## src/rtl/stopwatch_pkg.sv

```systemverilog
// Shared types and constants for the stopwatch mode controller.
// Holds the state enum, time-word layout and small state-decode helpers.
package stopwatch_pkg;

  localparam int TW = 32;

  // Nibble offsets of each BCD digit inside the time word.
  localparam int MSECL = 0;
  localparam int MSECH = 4;
  localparam int SECL  = 8;
  localparam int SECH  = 12;
  localparam int MINL  = 16;
  localparam int MINH  = 20;
  localparam int HOUL  = 24;
  localparam int HOUH  = 28;

  localparam logic [TW-1:0] TIME_ZERO = 32'h0000_0000;

  typedef enum logic [2:0] {
    IDLE   = 3'd0,
    RUN    = 3'd1,
    SPLIT  = 3'd2,
    STOP   = 3'd3,
    RECALL = 3'd4
  } state_t;

  function automatic logic is_running(input state_t s);
    return (s == RUN) || (s == SPLIT);
  endfunction

  function automatic logic is_frozen(input state_t s);
    return (s == SPLIT) || (s == RECALL);
  endfunction

endpackage

```

## src/rtl/stopwatch_ctrl_lap_buffer.sv

```systemverilog
// Circular split-time store, read by age (0 = newest); one-cycle write, combinational read.
// No backpressure: a push when full silently overwrites the oldest entry.
module lap_buffer #(
  parameter int DEPTH = 4,
  parameter int TW    = 32,
  localparam int AW   = $clog2(DEPTH)
) (
  input  logic          clk,
  input  logic          reset,
  input  logic          push,
  input  logic          clear,
  input  logic [TW-1:0] din,
  input  logic [AW-1:0] rd_idx,
  output logic [TW-1:0] rd_dat,
  output logic [AW:0]   count
);

  logic [TW-1:0] mem [DEPTH];
  logic [AW-1:0] wr_ptr;
  logic [AW-1:0] rd_addr;

  always_ff @(posedge clk) begin
    if (reset || clear) begin
      wr_ptr <= '0;
      count  <= '0;
    end else if (push) begin
      wr_ptr <= wr_ptr + AW'(1);
      if (count != (AW+1)'(DEPTH))
        count <= count + (AW+1)'(1);
    end
  end

  // Entries are never cleared; count alone decides what is reachable.
  always_ff @(posedge clk) begin
    if (push && !reset && !clear)
      mem[wr_ptr] <= din;
  end

  assign rd_addr = wr_ptr - AW'(1) - rd_idx;
  assign rd_dat  = mem[rd_addr];

endmodule

```

## src/rtl/stopwatch_ctrl.sv

```systemverilog
// Stopwatch mode FSM: buttons -> counter enable/clear, split capture, display select.
// Outputs registered one cycle after the button pulse (disp is combinational); no backpressure.
module stopwatch_ctrl #(
  parameter int LAP_DEPTH = 4,
  parameter int TW        = 32,
  localparam int AW       = $clog2(LAP_DEPTH)
) (
  input  logic          clk,
  input  logic          reset,
  input  logic          btn_start,
  input  logic          btn_lap,
  input  logic          btn_clear,
  input  logic [TW-1:0] time_in,
  output logic          cnt_en,
  output logic          cnt_clr,
  output logic [TW-1:0] disp,
  output logic [AW:0]   lap_cnt,
  output logic          led_run,
  output logic          led_split
);

  import stopwatch_pkg::*;

  state_t        state;
  state_t        state_nxt;
  logic          start_p;
  logic          lap_p;
  logic          clr_p;
  logic          push;
  logic          buf_clr;
  logic          rst_pend;
  logic [AW-1:0] rec_idx;
  logic [TW-1:0] hold;
  logic [TW-1:0] buf_dat;

  // Only the highest-priority pulse survives, even if it has no effect in this state.
  assign start_p = btn_start;
  assign lap_p   = btn_lap & ~btn_start;
  assign clr_p   = btn_clear & ~btn_start & ~btn_lap;

  always_comb begin
    state_nxt = state;
    push      = 1'b0;
    buf_clr   = 1'b0;
    case (state)
      IDLE: begin
        if (start_p)    state_nxt = RUN;
        else if (clr_p) buf_clr = 1'b1;
      end
      RUN: begin
        if (start_p) state_nxt = STOP;
        else if (lap_p) begin
          push      = 1'b1;
          state_nxt = SPLIT;
        end
      end
      SPLIT: begin
        if (start_p)    state_nxt = STOP;
        else if (lap_p) push = 1'b1;
        else if (clr_p) state_nxt = RUN;
      end
      STOP: begin
        if (start_p)                        state_nxt = RUN;
        else if (lap_p && lap_cnt != '0)    state_nxt = RECALL;
        else if (clr_p) begin
          buf_clr   = 1'b1;
          state_nxt = IDLE;
        end
      end
      RECALL: begin
        if (start_p || clr_p) state_nxt = STOP;
      end
      default: state_nxt = IDLE;
    endcase
  end

  // rst_pend stretches cnt_clr one cycle past reset so the chain starts from zero.
  always_ff @(posedge clk) begin
    if (reset) begin
      state     <= IDLE;
      cnt_en    <= 1'b0;
      led_run   <= 1'b0;
      led_split <= 1'b0;
      cnt_clr   <= 1'b1;
      rst_pend  <= 1'b1;
      rec_idx   <= '0;
      hold      <= TW'(TIME_ZERO);
    end else begin
      state     <= state_nxt;
      cnt_en    <= is_running(state_nxt);
      led_run   <= is_running(state_nxt);
      led_split <= is_frozen(state_nxt);
      cnt_clr   <= buf_clr | rst_pend;
      rst_pend  <= 1'b0;
      if (push)
        hold <= time_in;
      if (state == STOP && state_nxt == RECALL)
        rec_idx <= '0;
      else if (state == RECALL && lap_p)
        rec_idx <= ((AW+1)'(rec_idx) + (AW+1)'(1) == lap_cnt) ? '0 : rec_idx + AW'(1);
    end
  end

  always_comb begin
    case (state)
      SPLIT:   disp = hold;
      RECALL:  disp = buf_dat;
      default: disp = time_in;
    endcase
  end

  lap_buffer #(
    .DEPTH (LAP_DEPTH),
    .TW    (TW)
  ) u_lap_buffer (
    .clk    (clk),
    .reset  (reset),
    .push   (push),
    .clear  (buf_clr),
    .din    (time_in),
    .rd_idx (rec_idx),
    .rd_dat (buf_dat),
    .count  (lap_cnt)
  );

endmodule

```

## config.mk

```make
export PLATFORM = sky130hd
export DESIGN_NAME = stopwatch_ctrl
export DESIGN_NICKNAME = d
export VERILOG_FILES = /design/src/rtl/stopwatch_pkg.sv /design/src/rtl/stopwatch_ctrl_lap_buffer.sv /design/src/rtl/stopwatch_ctrl.sv
export SDC_FILE = /design/constraint.sdc
export NUM_CORES = 1
export LEC_CHECK = 0
export ABC_CLOCK_PERIOD_IN_PS = 3600
export BUFFER_PORTS_ARGS = -buffer_cell sky130_fd_sc_hd__buf_2
export CAP_MARGIN = 20
export CORE_MARGIN = 2
export CORE_UTILIZATION = 59
export DETAILED_ROUTE_END_ITERATION = 8
export PLACE_DENSITY = 0.8
export SYNTH_ARGS = -nofsm -noshare
export SYNTH_HDL_FRONTEND = slang
export SYNTH_SLANG_ARGS = --single-unit
```

## constraint.sdc

```tcl
create_clock -name clk -period 3.6 [get_ports clk]
set_input_delay 0.54 -clock clk [delete_from_list [all_inputs] [get_ports clk]]
set_output_delay 0.54 -clock clk [all_outputs]
set_load 0.05 [all_outputs]
```

==> results of run 1 <==
-- state kept, by name, summed over array words and instances (netlist names) --
name	cells
rec_idx	2
led_split	1
led_run	1
rst_pend	1
u_lap_buffer.wr_ptr	2
state	3
cnt_clr	1
hold	32
u_lap_buffer.mem	128
u_lap_buffer.count	3
-- worst reg2reg max path, delay by kind of cell (launching register included) --
family	cells	cell delay (ps)
flip-flops	1	580
AND/OR/NAND/NOR	2	1560
XOR/XNOR	1	250
-- layout make-up --
class / count / area, um^2 / area share (%)
Clock buffer: 22 / 454 / 5.21
Sequential cell: 174 / 4770 / 54.7
Timing Repair Buffer: 86 / 515 / 5.92
Tap cell: 172 / 215 / 2.47
Clock inverter: 10 / 164 / 1.88
Multi-Input combinational cell: 374 / 2570 / 29.6
Inverter: 5 / 18.8 / 0.215
-- per-stage QoR --
step           instances  util, %
2_1_floorplan        595        -
5_1_grt              843     69.3
3_5_place_dp         811     64.4
6_report             843     69.3
3_3_place_gp         809     64.0
4_1_cts              843     69.3
-- cells in the final DEF, fill, tap and decap left out, types with 32 or more instances in the layout --
cell type and n:
a22o_1 32, buf_2 75, a22oi_1 32, edfxtp_1 128, a21oi_1 39, mux2i_1 64, dfxtp_1 44, nand2_1 73
o21ai_1 32, o21bai_1 33
-- power groups by stage --
stage / clock [uW] / sequential, uW / combinational [uW]
finish: 1900 / 2190 / 441
global route: 2010 / 2190 / 472
CTS: 1920 / 2190 / 441
detailed placement: 0 / 2230 / 437
global placement: 0 / 2230 / 421
floorplan: 0 / 2240 / 300
-- worst paths after layout --
| path | from | to | slack (ps) |
|---|---|---|---|
| worst min-delay path | time_in[24] | u_lap_buffer.mem[1][24] | 380 |
| worst max register to register | state[0] | u_lap_buffer.mem[3][21] | 810 |
| worst max-delay path | rec_idx[0] | disp[9] | 290 |
| worst min register to register | rst_pend | cnt_clr | 410 |
-- kinds of logic (layout without fill, tap and decap cells) --
kind of cell	Yosys count	in the layout	synth area share (%)
AO/OA/AOI/OAI	180	180	16.1
flip-flops	174	174	63.1
AND/OR/NAND/NOR	114	114	6.73
multiplexers	64	64	8.49
buffers and inverters	47	123	2.97
adder cells (fa/ha/maj)	8	8	1.33
XOR/XNOR	8	8	1.28
-- per-layer routing --
layer | track usage (%) | vias to the layer above | share of wire (%)
li1 | - | 2361 | -
met1 | 31.3 | 2492 | 42
met2 | 41.1 | 195 | 51
met3 | 6.80 | 20 | 6.3
met4 | 8.55 | 0 | 1.5
met5 | 0 | - | 0
==> run metrics, run 1 <==
IO Pins=76; ys flop type=edfxtp_1; top cell type's share of synthesized area=50.9%; DR vias/cell=6.01; Synth area leader=edfxtp_1; WL/cell=19.0 um; Setup crit start kind=flop; setup violators final=0; crit-path cells=inv_1, ha_1, xnor2_2, xnor2_4, buf_12, buf_12, mux2i_1, o21ai_1, o21bai_1, buf_2; cell with the most instances after synthesis=edfxtp_1; Synth Instances=595; CP required=3060 ps; nets=703; drt initial violations=503; Overall Power=4530 uW; Logic pwr share=9.7%; min Tclk post-route=3310 ps; cell area after layout=8710 um^2; DR vias=5068; Fmax=0.302 GHz; setup tns final=0 ps; Layout area overhead=15.4%; clock skew=6.76 ps; H-tree levels=4; Placement Cell Area=8090 um^2; drt pass-1 iters=5; placeable core area=12600 um^2; top cells by area, synth=edfxtp_1, dfxtp_1, mux2i_1; Die Ht=117 um; cell repeated most along the worst path=buf_12; Die W=117 um; gr usage total=24.6%; CP Depth=10; number of distinct library cells after synthesis=41; vias in the first global route=4911; Rel. slew slack=37.6%; post-route antenna net violation count=0; first-pass GRT wire length=25.1 mm; Seq/Total Area, Yosys=63.1%; fillers=883; CP top delay family=buffers and inverters; Final Hold Viols=0; share of post-route cells with drive strength above 1=18.9%; initial core utilization=60.0%; WL final=16.0 mm; Clock Sinks=174; drt drc=0; grt total ovfl=0; RSZ-0062 raised after global routing=no; cell area after synthesis=7550 um^2; EDFF count, synth=128; clk_lat worst skew=420 ps; Pleak=0.00342 uW; Reg clk slew, reported paths=60 ps; Sw Pwr=1040 uW; Post-synth top cells=edfxtp_1, nand2_1, mux2i_1; WP buf/inv=4; Critical Path Fanout Max=21; fraction of registers with async set/reset=0%; max cap viols=0; hold_buf cts=0; yosys synthesis warning count=0; hold depth=1; routability cong.=0.784; status=completed; hpwl dp=9.27 mm; Slew Limit Fails=0; worst setup margin=294 ps; Worst Max-Slew Pin Slew=936 ps; CP max stage delay=410 ps; Post-CTS Resized=0; Crit. End Element=output pin; Die ar.=13700 um^2; antenna violations before repair=1; largest net degree at the start of global routing=39; root buffer cell=clkbuf_16; CP max-delay cell=dfxtp_1; maximum vdd drop=0.325 mV; clock power share=42.0%; hold crit path type=input pin to flop; Mapped Nets=640; Sequential Power Share=48.3%; CTS tree=built; # port buffers=75; period utilization=91.8%; Setup CP Type=flop to output pin; row cnt=41; hold_ws=382 ps; pwr dens=521 nW/um^2; antenna cell count=0; CTS Buf Count=17; cell depth of the worst flop-to-flop path=3; syn_area_per_cell=12.7 um^2; CP arrival=2770 ps; Sw Ratio=22.9%; Max clock buf depth=2; Post-Place Worst Slack=712 ps; #FFs+latches synth=174; internal power=3500 uW; post-CTS setup buffer count=0
No activity file was read; power rests on OpenSTA's default activity.
==> inputs of run 2 (changes only) <==
--- a/config.mk
+++ b/config.mk
@@ -5,7 +5,7 @@
 export SDC_FILE = /design/constraint.sdc
 export NUM_CORES = 1
 export LEC_CHECK = 0
-export ABC_CLOCK_PERIOD_IN_PS = 3600
+export ABC_CLOCK_PERIOD_IN_PS = 3150
 export BUFFER_PORTS_ARGS = -buffer_cell sky130_fd_sc_hd__buf_2
 export CAP_MARGIN = 20
 export CORE_MARGIN = 2
==> constraint.sdc (replaced) <==
create_clock -name clk -period 3.15 [get_ports clk]
set_input_delay 0.4725 -clock clk [delete_from_list [all_inputs] [get_ports clk]]
set_output_delay 0.4725 -clock clk [all_outputs]
set_load 0.05 [all_outputs]
==> run 2 against run 1 <==
  * Critical path depth did not move
  * Die area did not move
  * Clock-buffer cell count rose by 4
  * Via count rose by 2.9%
  * Global-route usage fell by 0.073 points
==> run metrics, run 2 (synthesis gave the netlist of run 1 again) <==
maximum vdd drop=0.389 mV (was 0.325 mV); DR vias/cell=6.08 (was 6.01); row cnt=41 (unchanged); WP buf/inv=4 (unchanged); hold depth=1 (unchanged); Placement Cell Area=8120 um^2 (was 8090 um^2); initial core utilization=60.0% (unchanged); hold crit path type=input pin to flop (unchanged); first-pass GRT wire length=24.9 mm (was 25.1 mm); drt initial violations=656 (was 503); WL final=16.9 mm (was 16.0 mm); CP arrival=2620 ps (was 2770 ps); Finished Layout Cells=858 (was 843); drt pass-1 iters=5 (unchanged); Clock Sinks=174 (unchanged); CP top delay family=buffers and inverters (unchanged); # port buffers=75 (unchanged); Placed Cells=816 (was 811); antenna violations before repair=0 (was 1); nets=717 (was 703); hold_buf cts=0 (unchanged); routability cong.=0.803 (was 0.784); Die W=117 um (unchanged); worst setup margin=62.2 ps (was 294 ps); WL/cell=19.7 um (was 19.0 um); DR vias=5214 (was 5068); clk_lat worst skew=430 ps (was 420 ps); status=completed (unchanged); Largest Register=u_lap_buffer.mem (unchanged); CTS tree=built (unchanged); Post-Place Worst Slack=437 ps (was 712 ps); root buffer cell=clkbuf_16 (unchanged); cell area after layout=8910 um^2 (was 8710 um^2); drt drc=0 (unchanged); setup violators final=0 (unchanged); largest net degree at the start of global routing=45 (was 39); most frequent cells in the layout=edfxtp_1, nand2_1, buf_2 (was edfxtp_1, buf_2, nand2_1); CP max stage delay=370 ps (was 410 ps); max reg flops=128 (unchanged); cell depth of the worst flop-to-flop path=5 (was 3); max cap viols=0 (unchanged); CP required=2680 ps (was 3060 ps); Max clock buf depth=2 (unchanged); share of post-route cells with drive strength above 1=20.9% (was 18.9%); clock skew=7.94 ps (was 6.76 ps); Die Ht=117 um (unchanged); vias in the first global route=5040 (was 4911); pwr dens=560 nW/um^2 (was 521 nW/um^2); Reg clk slew, reported paths=60 ps (about the same); Rel. slew slack=58.5% (was 37.6%); Worst Max-Slew Pin Slew=620 ps (was 936 ps); Final Hold Viols=0 (unchanged); gr usage total=24.6% (about the same); Crit. End Element=output pin (unchanged); min Tclk post-route=3090 ps; CP max-delay cell=dfxtp_4 (was dfxtp_1); CTS Buf Count=17 (unchanged); Die ar.=13700 um^2 (unchanged); period utilization=98.0%; commonest non-fill, non-tap cell in the layout=edfxtp_1 (unchanged); Pleak=0.00350 uW (was 0.00342 uW); Fmax=0.324 GHz; CP Depth=10 (unchanged); Layout area overhead=18.0% (was 15.4%); crit-path cells=inv_1, ha_1, xnor2_2, xnor2_4, buf_12, clkbuf_16, mux2i_1, o21ai_1, o21bai_1, buf_2 (was inv_1, ha_1, xnor2_2, xnor2_4, buf_12, buf_12, mux2i_1, o21ai_1, o21bai_1, buf_2); Slew Limit Fails=0 (unchanged); IO Pins=76 (unchanged); grt total ovfl=0 (unchanged); Setup crit start kind=flop (unchanged); Critical Path Fanout Max=5 (was 21); largest registers=u_lap_buffer.mem x128, hold x32 (unchanged); hpwl dp=9.65 mm (was 9.27 mm); placeable core area=12600 um^2 (unchanged); post-route antenna net violation count=0 (unchanged); fillers=844 (was 883); Setup CP Type=flop to output pin (unchanged); H-tree levels=4 (unchanged)
## run 2: worst paths after layout
kind,slack (ps),to,startpoint
min,300,u_lap_buffer.mem[3][14],time_in[14]
min reg2reg,410,cnt_clr,rst_pend
max,60,disp[0],rec_idx[0]
max reg2reg,520,u_lap_buffer.mem[3][10],state[1]
## run 2: metrics by stage
| step | total power, uW | utilization (%) | hold slack, ps | setup TNS [ps] |
|---|---|---|---|---|
| after floorplan | 2900 | - | 386 | 0 |
| after global placement | 3030 | 64.6 | 408 | 0 |
| after detailed placement | 3050 | 64.6 | 392 | 0 |
| after CTS | 4960 | 69.1 | 280 | -1.42 |
| after global routing | 5140 | 70.9 | 290 | -108 |
| final | 4990 | 70.9 | 297 | 0 |
## run 2: area by class of cell
type	instances	area [um^2]	share of cell area (%)
Tap cell	172	215	2.42
Antenna cell	1	2.50	0.0281
Sequential cell	174	4770	53.6
Timing Repair Buffer	100	747	8.39
Clock inverter	6	32.5	0.365
Inverter	5	18.8	0.211
Clock buffer	26	520	5.84
Multi-Input combinational cell	374	2600	29.2
## run 2: repair_timing
| item | 4_1_cts | 5_1_grt |
|---|---|---|
| setup buffers | 0 | 3 |
| endpoints found under the setup margin | 11 | 32 |
| cloned | 0 | 6 |
| resized for setup | 3 | 24 |
| pin swaps | 0 | 2 |
## run 2: layer usage
layer | share of wire (%) | GRT usage [%] | up-vias
met5 | 0 | 0 | -
met4 | 1.8 | 9.88 | 0
met3 | 7.7 | 6.80 | 24
met2 | 51 | 42.3 | 234
met1 | 39 | 29.4 | 2551
li1 | - | - | 2405
## run 2: worst register-to-register path: stages (launching register included)
cell and delay [ps]:
dfxtp_2 360, buf_4 440, xnor2_1 260, a31oi_1 450, and3_2 510, buf_4 300
## run 2: power breakdown
group	internal [uW]	switching, uW
Combinational	187	354
Clock	1130	814
Sequential	2480	17.5
